**src/rtl/fp_div_seq.sv**
```systemverilog
// Sequential IEEE-754 single-precision divider: fp_Z = fp_X / fp_Y.
// Restoring radix-2 mantissa division, one quotient bit per clock, followed
// by one rounding cycle. Subnormal operands are flushed to zero.
module fp_div_seq #(
  parameter logic [31:0] QNAN   = 32'h7FC00000,
  localparam int         Q_BITS = 27
) (
  input  logic        clk,
  input  logic        rst_n,
  input  logic        start,
  input  logic [31:0] fp_X,
  input  logic [31:0] fp_Y,
  input  logic [2:0]  r_mode,
  output logic        busy,
  output logic        done,
  output logic [31:0] fp_Z,
  output logic        ovrf,
  output logic        udrf,
  output logic        div_zero,
  output logic        invalid
);

  typedef enum logic [1:0] {IDLE, DIV, ROUND, DONE} state_t;

  state_t             state_q, state_d;
  logic [24:0]        rem_q, rem_d, rem_kept;
  logic [23:0]        div_q, div_d;
  logic [26:0]        quo_q, quo_d;
  logic [4:0]         cnt_q, cnt_d;
  logic signed [9:0]  exp_q, exp_d;
  logic               sign_q, sign_d;
  logic [2:0]         rmode_q, rmode_d;
  logic [31:0]        z_q, z_d;
  logic               ovrf_q, ovrf_d, udrf_q, udrf_d, dz_q, dz_d, inv_q, inv_d;

  logic               x_zero, y_zero, x_inf, y_inf, x_nan, y_nan, sz_in, special, accept;
  logic [31:0]        spec_z;
  logic               spec_inv, spec_dz;
  logic               q_bit;
  logic               hi, g, st, inexact, inc;
  logic [22:0]        frac;
  logic [23:0]        frac_sum;
  logic signed [9:0]  e_pre, e_rnd;
  logic [31:0]        rnd_z;
  logic               rnd_ovf, rnd_udf;

  assign x_zero  = (fp_X[30:23] == 8'h00);
  assign y_zero  = (fp_Y[30:23] == 8'h00);
  assign x_inf   = (fp_X[30:23] == 8'hFF) && (fp_X[22:0] == 23'h0);
  assign y_inf   = (fp_Y[30:23] == 8'hFF) && (fp_Y[22:0] == 23'h0);
  assign x_nan   = (fp_X[30:23] == 8'hFF) && (fp_X[22:0] != 23'h0);
  assign y_nan   = (fp_Y[30:23] == 8'hFF) && (fp_Y[22:0] != 23'h0);
  assign sz_in   = fp_X[31] ^ fp_Y[31];
  assign special = x_zero | y_zero | (fp_X[30:23] == 8'hFF) | (fp_Y[30:23] == 8'hFF);
  assign accept  = (state_q == IDLE) && start;

  // Special-case result chosen by priority: invalid, Inf/y, x/Inf, x/0, 0/y
  always_comb begin
    spec_z   = {sz_in, 31'h0};
    spec_inv = 1'b0;
    spec_dz  = 1'b0;
    if (x_nan || y_nan || (x_zero && y_zero) || (x_inf && y_inf)) begin
      spec_z   = QNAN;
      spec_inv = 1'b1;
    end else if (x_inf) begin
      spec_z = {sz_in, 8'hFF, 23'h0};
    end else if (y_inf) begin
      spec_z = {sz_in, 31'h0};
    end else if (y_zero) begin
      spec_z  = {sz_in, 8'hFF, 23'h0};
      spec_dz = 1'b1;
    end
  end

  // Normalize the quotient, apply the rounding mode and check the exponent range
  always_comb begin
    hi = quo_q[26];
    if (hi) begin
      frac  = quo_q[25:3];
      g     = quo_q[2];
      st    = (|quo_q[1:0]) | (|rem_q);
      e_pre = exp_q + 10'sd127;
    end else begin
      frac  = quo_q[24:2];
      g     = quo_q[1];
      st    = quo_q[0] | (|rem_q);
      e_pre = exp_q + 10'sd126;
    end
    inexact = g | st;
    case (rmode_q)
      3'b001:  inc = 1'b0;
      3'b010:  inc = sign_q & inexact;
      3'b011:  inc = ~sign_q & inexact;
      3'b100:  inc = g;
      default: inc = g & (st | frac[0]);
    endcase
    frac_sum = {1'b0, frac} + {23'h0, inc};
    e_rnd    = e_pre + $signed({9'h0, frac_sum[23]});
    rnd_z    = {sign_q, e_rnd[7:0], frac_sum[22:0]};
    rnd_ovf  = 1'b0;
    rnd_udf  = 1'b0;
    if (e_rnd >= 10'sd255) begin
      rnd_z   = {sign_q, 8'hFF, 23'h0};
      rnd_ovf = 1'b1;
    end else if (e_rnd <= 10'sd0) begin
      rnd_z   = {sign_q, 31'h0};
      rnd_udf = 1'b1;
    end
  end

  // Next-state logic for the IDLE/DIV/ROUND/DONE sequence
  always_comb begin
    state_d = state_q;
    case (state_q)
      IDLE:    if (start) state_d = special ? DONE : DIV;
      DIV:     if (cnt_q == 5'(Q_BITS - 1)) state_d = ROUND;
      ROUND:   state_d = DONE;
      default: state_d = IDLE;
    endcase
  end

  // Datapath next values: operand capture, one restoring step per DIV cycle, result capture
  always_comb begin
    rem_d   = rem_q;
    div_d   = div_q;
    quo_d   = quo_q;
    cnt_d   = cnt_q;
    exp_d   = exp_q;
    sign_d  = sign_q;
    rmode_d = rmode_q;
    z_d     = z_q;
    ovrf_d  = ovrf_q;
    udrf_d  = udrf_q;
    dz_d    = dz_q;
    inv_d   = inv_q;
    q_bit    = (rem_q >= {1'b0, div_q});
    rem_kept = q_bit ? (rem_q - {1'b0, div_q}) : rem_q;
    if (accept) begin
      ovrf_d  = 1'b0;
      udrf_d  = 1'b0;
      dz_d    = 1'b0;
      inv_d   = 1'b0;
      sign_d  = sz_in;
      rmode_d = r_mode;
      if (special) begin
        z_d   = spec_z;
        dz_d  = spec_dz;
        inv_d = spec_inv;
      end else begin
        rem_d = {2'b01, fp_X[22:0]};
        div_d = {1'b1, fp_Y[22:0]};
        quo_d = 27'h0;
        cnt_d = 5'd0;
        exp_d = $signed({2'b00, fp_X[30:23]}) - $signed({2'b00, fp_Y[30:23]});
      end
    end else if (state_q == DIV) begin
      rem_d = {rem_kept[23:0], 1'b0};
      quo_d = {quo_q[25:0], q_bit};
      cnt_d = cnt_q + 5'd1;
    end else if (state_q == ROUND) begin
      z_d    = rnd_z;
      ovrf_d = rnd_ovf;
      udrf_d = rnd_udf;
    end
  end

  // State register
  always_ff @(posedge clk or negedge rst_n) begin
    if (!rst_n) state_q <= IDLE;
    else        state_q <= state_d;
  end

  // Datapath and result registers
  always_ff @(posedge clk or negedge rst_n) begin
    if (!rst_n) begin
      rem_q   <= '0;
      div_q   <= '0;
      quo_q   <= '0;
      cnt_q   <= '0;
      exp_q   <= '0;
      sign_q  <= 1'b0;
      rmode_q <= '0;
      z_q     <= '0;
      ovrf_q  <= 1'b0;
      udrf_q  <= 1'b0;
      dz_q    <= 1'b0;
      inv_q   <= 1'b0;
    end else begin
      rem_q   <= rem_d;
      div_q   <= div_d;
      quo_q   <= quo_d;
      cnt_q   <= cnt_d;
      exp_q   <= exp_d;
      sign_q  <= sign_d;
      rmode_q <= rmode_d;
      z_q     <= z_d;
      ovrf_q  <= ovrf_d;
      udrf_q  <= udrf_d;
      dz_q    <= dz_d;
      inv_q   <= inv_d;
    end
  end

  // Handshake outputs decoded from the state; results come straight from registers
  always_comb begin
    busy     = (state_q != IDLE);
    done     = (state_q == DONE);
    fp_Z     = z_q;
    ovrf     = ovrf_q;
    udrf     = udrf_q;
    div_zero = dz_q;
    invalid  = inv_q;
  end

endmodule

```
**config.mk**
```make
export PLATFORM = sky130hd
export DESIGN_NAME = fp_div_seq
export DESIGN_NICKNAME = d
export VERILOG_FILES = /design/src/rtl/fp_div_seq.sv
export SDC_FILE = /design/constraint.sdc
export NUM_CORES = 1
export LEC_CHECK = 0
export BUFFER_PORTS_ARGS = -buffer_cell sky130_fd_sc_hd__buf_2
export CORE_ASPECT_RATIO = 1.25
export CORE_MARGIN = 8
export CORE_UTILIZATION = 45
export CTS_CLUSTER_SIZE = 12
export DETAILED_ROUTE_END_ITERATION = 6
export PLACE_DENSITY_LB_ADDON = 0.2
export SLEW_MARGIN = 10
export SYNTH_ARGS = -nofsm -noshare
export SYNTH_HDL_FRONTEND = slang
export SYNTH_SLANG_ARGS = --single-unit
```
**constraint.sdc**
```tcl
create_clock -name clk -period 8.6 [get_ports clk]
set_input_delay 2.15 -clock clk [delete_from_list [all_inputs] [get_ports clk]]
set_output_delay 2.15 -clock clk [all_outputs]
set_load 0.005 [all_outputs]
```
After elaboration in Yosys (flattened, before gate mapping)
Cells that the tools add are included.
- bits in registers: 133
- logic and storage cells: 123
- bitwise gates (word level): 13
- eq/ne operators: 15
- reductions and logical operators: 27
- $add $sub $neg: 7
- magnitude comparators: 3
- mux-type cells: 45
- operator list (kind ; count):
    two-way mux 32 bit ; 5
    two-way mux 31 bit ; 5
    two-way mux 27 bit ; 3
    two-way mux 25 bit ; 3
    zero test 23 bit ; 2
    nonzero test 23 bit ; 2
    >= comparator 25 x 24 -> 1 bit ; 1
    OR reduction 25 bit ; 1
    adder 23 x 1 -> 24 bit ; 1
    two-way mux 24 bit ; 1
    subtractor 24 bit ; 1
    two-way mux 23 bit ; 1
    adder 10 x 8 -> 10 bit (second input constant) ; 2
    two-way mux 1 bit ; 18
    == test 8 bit (second input constant) ; 2
    zero test 8 bit ; 2
    two-way mux 5 bit ; 3
    adder 10 x 2 -> 10 bit ; 1
    >= comparator 10 x 9 -> 1 bit (second input constant) ; 1
    less-or-equal comparator 10 x 1 -> 1 bit (second input constant) ; 1
    two-way mux 10 bit ; 1
    != test 2 bit (second input constant) ; 5
    subtractor 8 x 8 -> 9 bit ; 1
    AND reduction 2 bit ; 4
    20 further kinds ; 43

Depth between registers and ports, before layout
- word-level depth: 14
- mapped depth: 27
- mapped depth without buffers: 23

Least setup slack after synthesis
OpenSTA, ideal clock, no wires.
- kind: reg2reg
- from: register quo_q[26]
- to: register z_q[10] (netlist: fp_Z[10])
- path buffers: 4
- slack: 3.266 ns
- arrival time: 5.269 ns
- cell stages (with the launch flop): 28
- cell sequence: dfrtp_1 > buf_2 > buf_1 > a211oi_1 > nand4_1 > or3_1 > maj3_1 > nand2_1 > a21oi_1 > ha_1 > and3_1 > nand4_1 > nor2_1 > and4_1 > clkbuf_1 > nand3_1 > nor2_1 > ha_1 > ha_1 > o211ai_1 > a211oi_2 > mux2i_1 > xnor2_2 > a41oi_2 > a21oi_2 > a2111oi_4 > buf_6 > a22o_1
- word-level cells in the longest chain between the ends: 12
- elaborated cells between the ends (all ways): 19
- ends and longest elaborated chain (what ; line ; RTL):
    start: declaration ; 28 ; logic [26:0] quo_q, quo_d;
    start signal: assignment ; 191 ; quo_q <= quo_d;
    two-way mux 1 bit / two-way mux 23 bit (equally long branches) ; 78 ; if (hi) begin
    OR 1 bit, on equally long branches ; 95, 89 ;
    AND 1 bit, on equally long branches ; 95, 92, 93 ;
    one-hot mux 1 bit (4 select lines) ; 90 ; case (rmode_q)
    adder 23 x 1 -> 24 bit ; 97 ; frac_sum = {1'b0, frac} + {23'h0, inc};
    adder 10 x 2 -> 10 bit ; 98 ; e_rnd = e_pre + $signed({9'h0, frac_sum[23]});
    less-or-equal comparator 10 x 1 -> 1 bit ; 105 ; end else if (e_rnd <= 10'sd0) begin
    two-way mux 31 bit ; 105 ;
    two-way mux 31 bit (*) ; 102 ; if (e_rnd >= 10'sd255) begin
    two-way mux 32 bit (*) ; 160 ; end else if (state_q == ROUND) begin
    two-way mux 32 bit (*) ; 156 ; end else if (state_q == DIV) begin
    two-way mux 32 bit (*) ; 138 ; if (accept) begin
    end signal: assignment ; 196 ; z_q <= z_d;
    end: declaration ; 33 ; logic [31:0] z_q, z_d;
Every way passes the cells marked *; elsewhere a longest branch is shown, timed or not. The select of a mux whose other input is x is not followed.
A chain may end at the register's enable or synchronous reset.

Worst setup path in the final report
- from: register quo_q[26]
- to: register z_q[20] (netlist: fp_Z[20])
Same word-level chain as after synthesis.

==> metrics.csv <==
stage,metric,value,unit
clock_tree,hold_buf cts,0,
floorplan,initial core utilization,46.04,%
synthesis,Mean Syn Cell Area,8.457,um2
worst_setup_path,crit end category,flip-flop,
clock_tree,CTS tree,built,
detailed_routing,first drt pass iteration count,5,
detailed_routing,residual DRC count,0,
worst_setup_path,crit start category,flip-flop,
worst_setup_path,CP dominant cell by count,ha_1,
clock_tree,setup repair bufs after CTS,0,
place,IO buf count,107,
clock_tree,"Clk Latency, worst-skew pair",420,ps
clock_tree,cts bufs inserted,17,
min_path,hold depth,2,
clock_tree,H-tree levels,4,
worst_setup_path,WP data required,8950,ps
worst_setup_path,CP peak stage delay,570,ps
clock_tree,CTS Sinks,132,
cells_and_area,Final Non-Filler Cells,1410,
floorplan,Std-Cell Rows,57,
floorplan,# IOs,108,
place,Detail Placement HPWL,18030,um
detailed_routing,wire per inst,17.35,um
clock_tree,clk slew on worst S/H paths,60,ps
cells_and_area,share of cells above drive strength 1,15.63,%
power_and_ir_drop,power per cell area,395.9,mW/mm2
sta,Final Cycle Share,70.44,%
worst_setup_path,kind of critical path,reg2reg,
power_and_ir_drop,leak pwr,4.577,nW
floorplan,core area,0.01947,mm2
sta,worst clock skew,12.30,ps
clock_tree,post_cts resized,0,
global_routing,number of global-route vias before repair,7935,
sta,RSZ-0062 raised after global routing,no,
global_routing,GRT overflow,0,
worst_setup_path,R2R cell count,25,
synthesis,number of synthesized flops with an enable pin,0,
sta,worst slew pin tran,942.4,ps
synthesis,sequential fraction of the synthesis area,36.85,%
min_path,worst min-delay path class,reg2reg,
synthesis,synthesized flop and latch total,132,
detailed_routing,drt via density,5.625,
cells_and_area,Filler Cell Count,1895,
clock_tree,CTS root buf,clkbuf_16,
detailed_routing,DR iter-0 viols,401,
sta,Slew HR,36.59,%
detailed_routing,final wirelength,24460,um
detailed_routing,ANT nets after route,0,
place,gpl congestion,0.8957,
global_routing,pin count of the biggest net entering global routing,82,
clock_tree,Clock Path Buffers,2,
cells_and_area,Nets,1249,
synthesis,Cells after Synth,1060,
detailed_routing,Via Count,7931,
global_routing,Global Route Usage Sum,19.95,%
synthesis,Synthesis Warnings,0,
place,dpl cells,1377,
synthesis,ys flop type,dfrtp_1,
floorplan,Die Ht,173.8,um
cells_and_area,number of diodes,0,
global_routing,initial antenna violation count,0,
floorplan,DIE WIDTH,142.2,um
sta,Max Freq,0.1651,GHz
run_status,status,completed,
synthesis,synthesized cell area,0.008965,mm2
job,Max Cap Viol,0,
synthesis,Yosys top cell area share,36.85,%
sta,final hold vios,0,
worst_setup_path,slowest cell on the critical path,a2111oi_4,
power_and_ir_drop,Max VDD drop,0.2002,mV
sta,# setup viols final,0,
cells_and_area,synth-to-layout area growth,14.25,%
synthesis,async set-reset flop share out of synthesis,100.0,%
synthesis,Synth area leader,dfrtp_1,
worst_setup_path,worst-path fanout max,52,
sta,fin crit period,6058,ps
sta,Total Neg Setup Slack,0,ps
synthesis,Yosys cell types,73,
synthesis,Mapped Nets,1177,
worst_setup_path,CP arrival,6410,ps
floorplan,die area,0.02472,mm2
synthesis,"top cells by area, synth","dfrtp_1, nand2_1, ha_1",
global_routing,first-pass GRT wire length,39770,um
sta,"Slew Viols, Final",0,
cells in the final DEF, fill, tap and decap left out, types with 7 or more instances in the layout:
master	Yosys	final
a21oi_1	55	55
o22ai_1	12	12
dfrtp_1	132	131
and3_1	13	13
a21o_1	17	17
nor4_1	21	21
buf_4	0	8
ha_1	45	45
mux2_2	8	8
nand2_1	172	172
inv_1	47	47
xor2_1	37	37
buf_2	3	106
xnor2_1	32	32
or3_1	7	7
clkbuf_16	0	17
a31oi_1	9	9
nand2b_1	9	9
a22o_1	22	22
nand4_1	17	17
mux2i_1	11	11
o31ai_1	8	8
a221o_1	8	8
nor2_1	64	62
o21ai_0	98	98
nor2b_1	13	13
nor3_1	13	13
o21a_1	9	9
nand3_1	31	31
metrics by stage:
| stage | utilization [%] | total power [W] | hold slack (ps) | worst slack (ps) | cell area [um2] |
|---|---|---|---|---|---|
| global placement | 49.56 | 0.003294 | 441.2 | 2381 | 9649 |
| global route | 52.61 | 0.004366 | 481.9 | 2043 | 10240 |
| floorplan | - | 0.002747 | 417.5 | 3266 | 8965 |
| finish | 52.61 | 0.004055 | 457.2 | 2542 | 10240 |
| CTS | 52.55 | 0.004045 | 463.3 | 2139 | 10230 |
| detailed placement | 49.56 | 0.003301 | 448.2 | 2198 | 9649 |
sequential cells by signal (all words and copies together) (netlist names), 2 cells and up:
register  cells
fp_Z         32
rmode_q       3
exp_q         9
cnt_q         5
rem_q        25
div_q        24
quo_q        27
state_q       2
per-layer routing:
layer	up-vias	GRT usage, %	share of wire [%]	wire [um]
li1	3942	-	-	-
met1	3744	23.68	43	10600
met2	210	35.12	50	12230
met4	0	6.954	2.1	516
met5	-	0	0	0
met3	35	3.555	4.6	1121
worst max-delay path, delay by kind of cell (launching register included):
family	cells	cell delay, ps
AND/OR/NAND/NOR	9	1720
buffers and inverters	2	690
multiplexers	1	320
XOR/XNOR	1	140
flip-flops	1	340
AO/OA/AOI/OAI	8	1890
adder cells (fa/ha/maj)	4	860
cells in the mapped netlist (all sizes together) (9+ instances only):
| master | n |
|---|---|
| nor2 | 64 |
| dfrtp | 132 |
| xor2 | 37 |
| a21oi | 56 |
| nor4 | 21 |
| nand3 | 31 |
| o21ai | 99 |
| buf | 12 |
| a22o | 22 |
| nand2 | 172 |
| o21a | 9 |
| ha | 45 |
| a211oi | 9 |
| clkbuf | 51 |
| inv | 48 |
| a21o | 17 |
| o22ai | 12 |
| nand4 | 17 |
| xnor2 | 33 |
| nor2b | 14 |
| and3 | 13 |
| nand2b | 9 |
| mux2i | 11 |
| nor3 | 13 |
| a31oi | 9 |
path summary, 6_finish.rpt:
| check | start | end | slack, ps |
|---|---|---|---|
| max | quo_q[26] | fp_Z[20] | 2540 |
| min reg2reg | div_q[23] | div_q[23] | 460 |
| max reg2reg | quo_q[26] | fp_Z[20] | 2540 |
| max in group asynchronous | rst_n | quo_q[26] | 5640 |
| min | div_q[23] | div_q[23] | 460 |
| min in group asynchronous | rst_n | div_q[4] | 1770 |
cell families after synthesis:
family,count (synthesis),share of synthesized area [%]
and+or+nand+nor,383,19.89
AOI/OAI and AO/OA,297,22.32
DFF,132,36.85
buffers and inverters,111,4.954
xor gates and xnor gates,70,6.923
adders and majority gates,48,6.839
muxes,19,2.233
power breakdown:
group / internal (W) / leakage (nW) / total, W / switching [W]
Sequential: 0.000835 / 1.70 / 0.00103 / 0.000197
Combinational: 0.000894 / 2.60 / 0.00230 / 0.00141
Clock: 0.000414 / 0.277 / 0.000721 / 0.000307
layout make-up:
type	instances	area [um2]	share of cell area, %
Sequential cell	132	3304	32.26
Clock buffer	18	439.2	4.288
Multi-Input combinational cell	817	5231	51.08
Timing Repair Buffer	116	613.1	5.986
Inverter	48	180.2	1.759
Clock inverter	14	142.6	1.393
Tap cell	265	331.6	3.237
(Power assumes the default switching activity.)
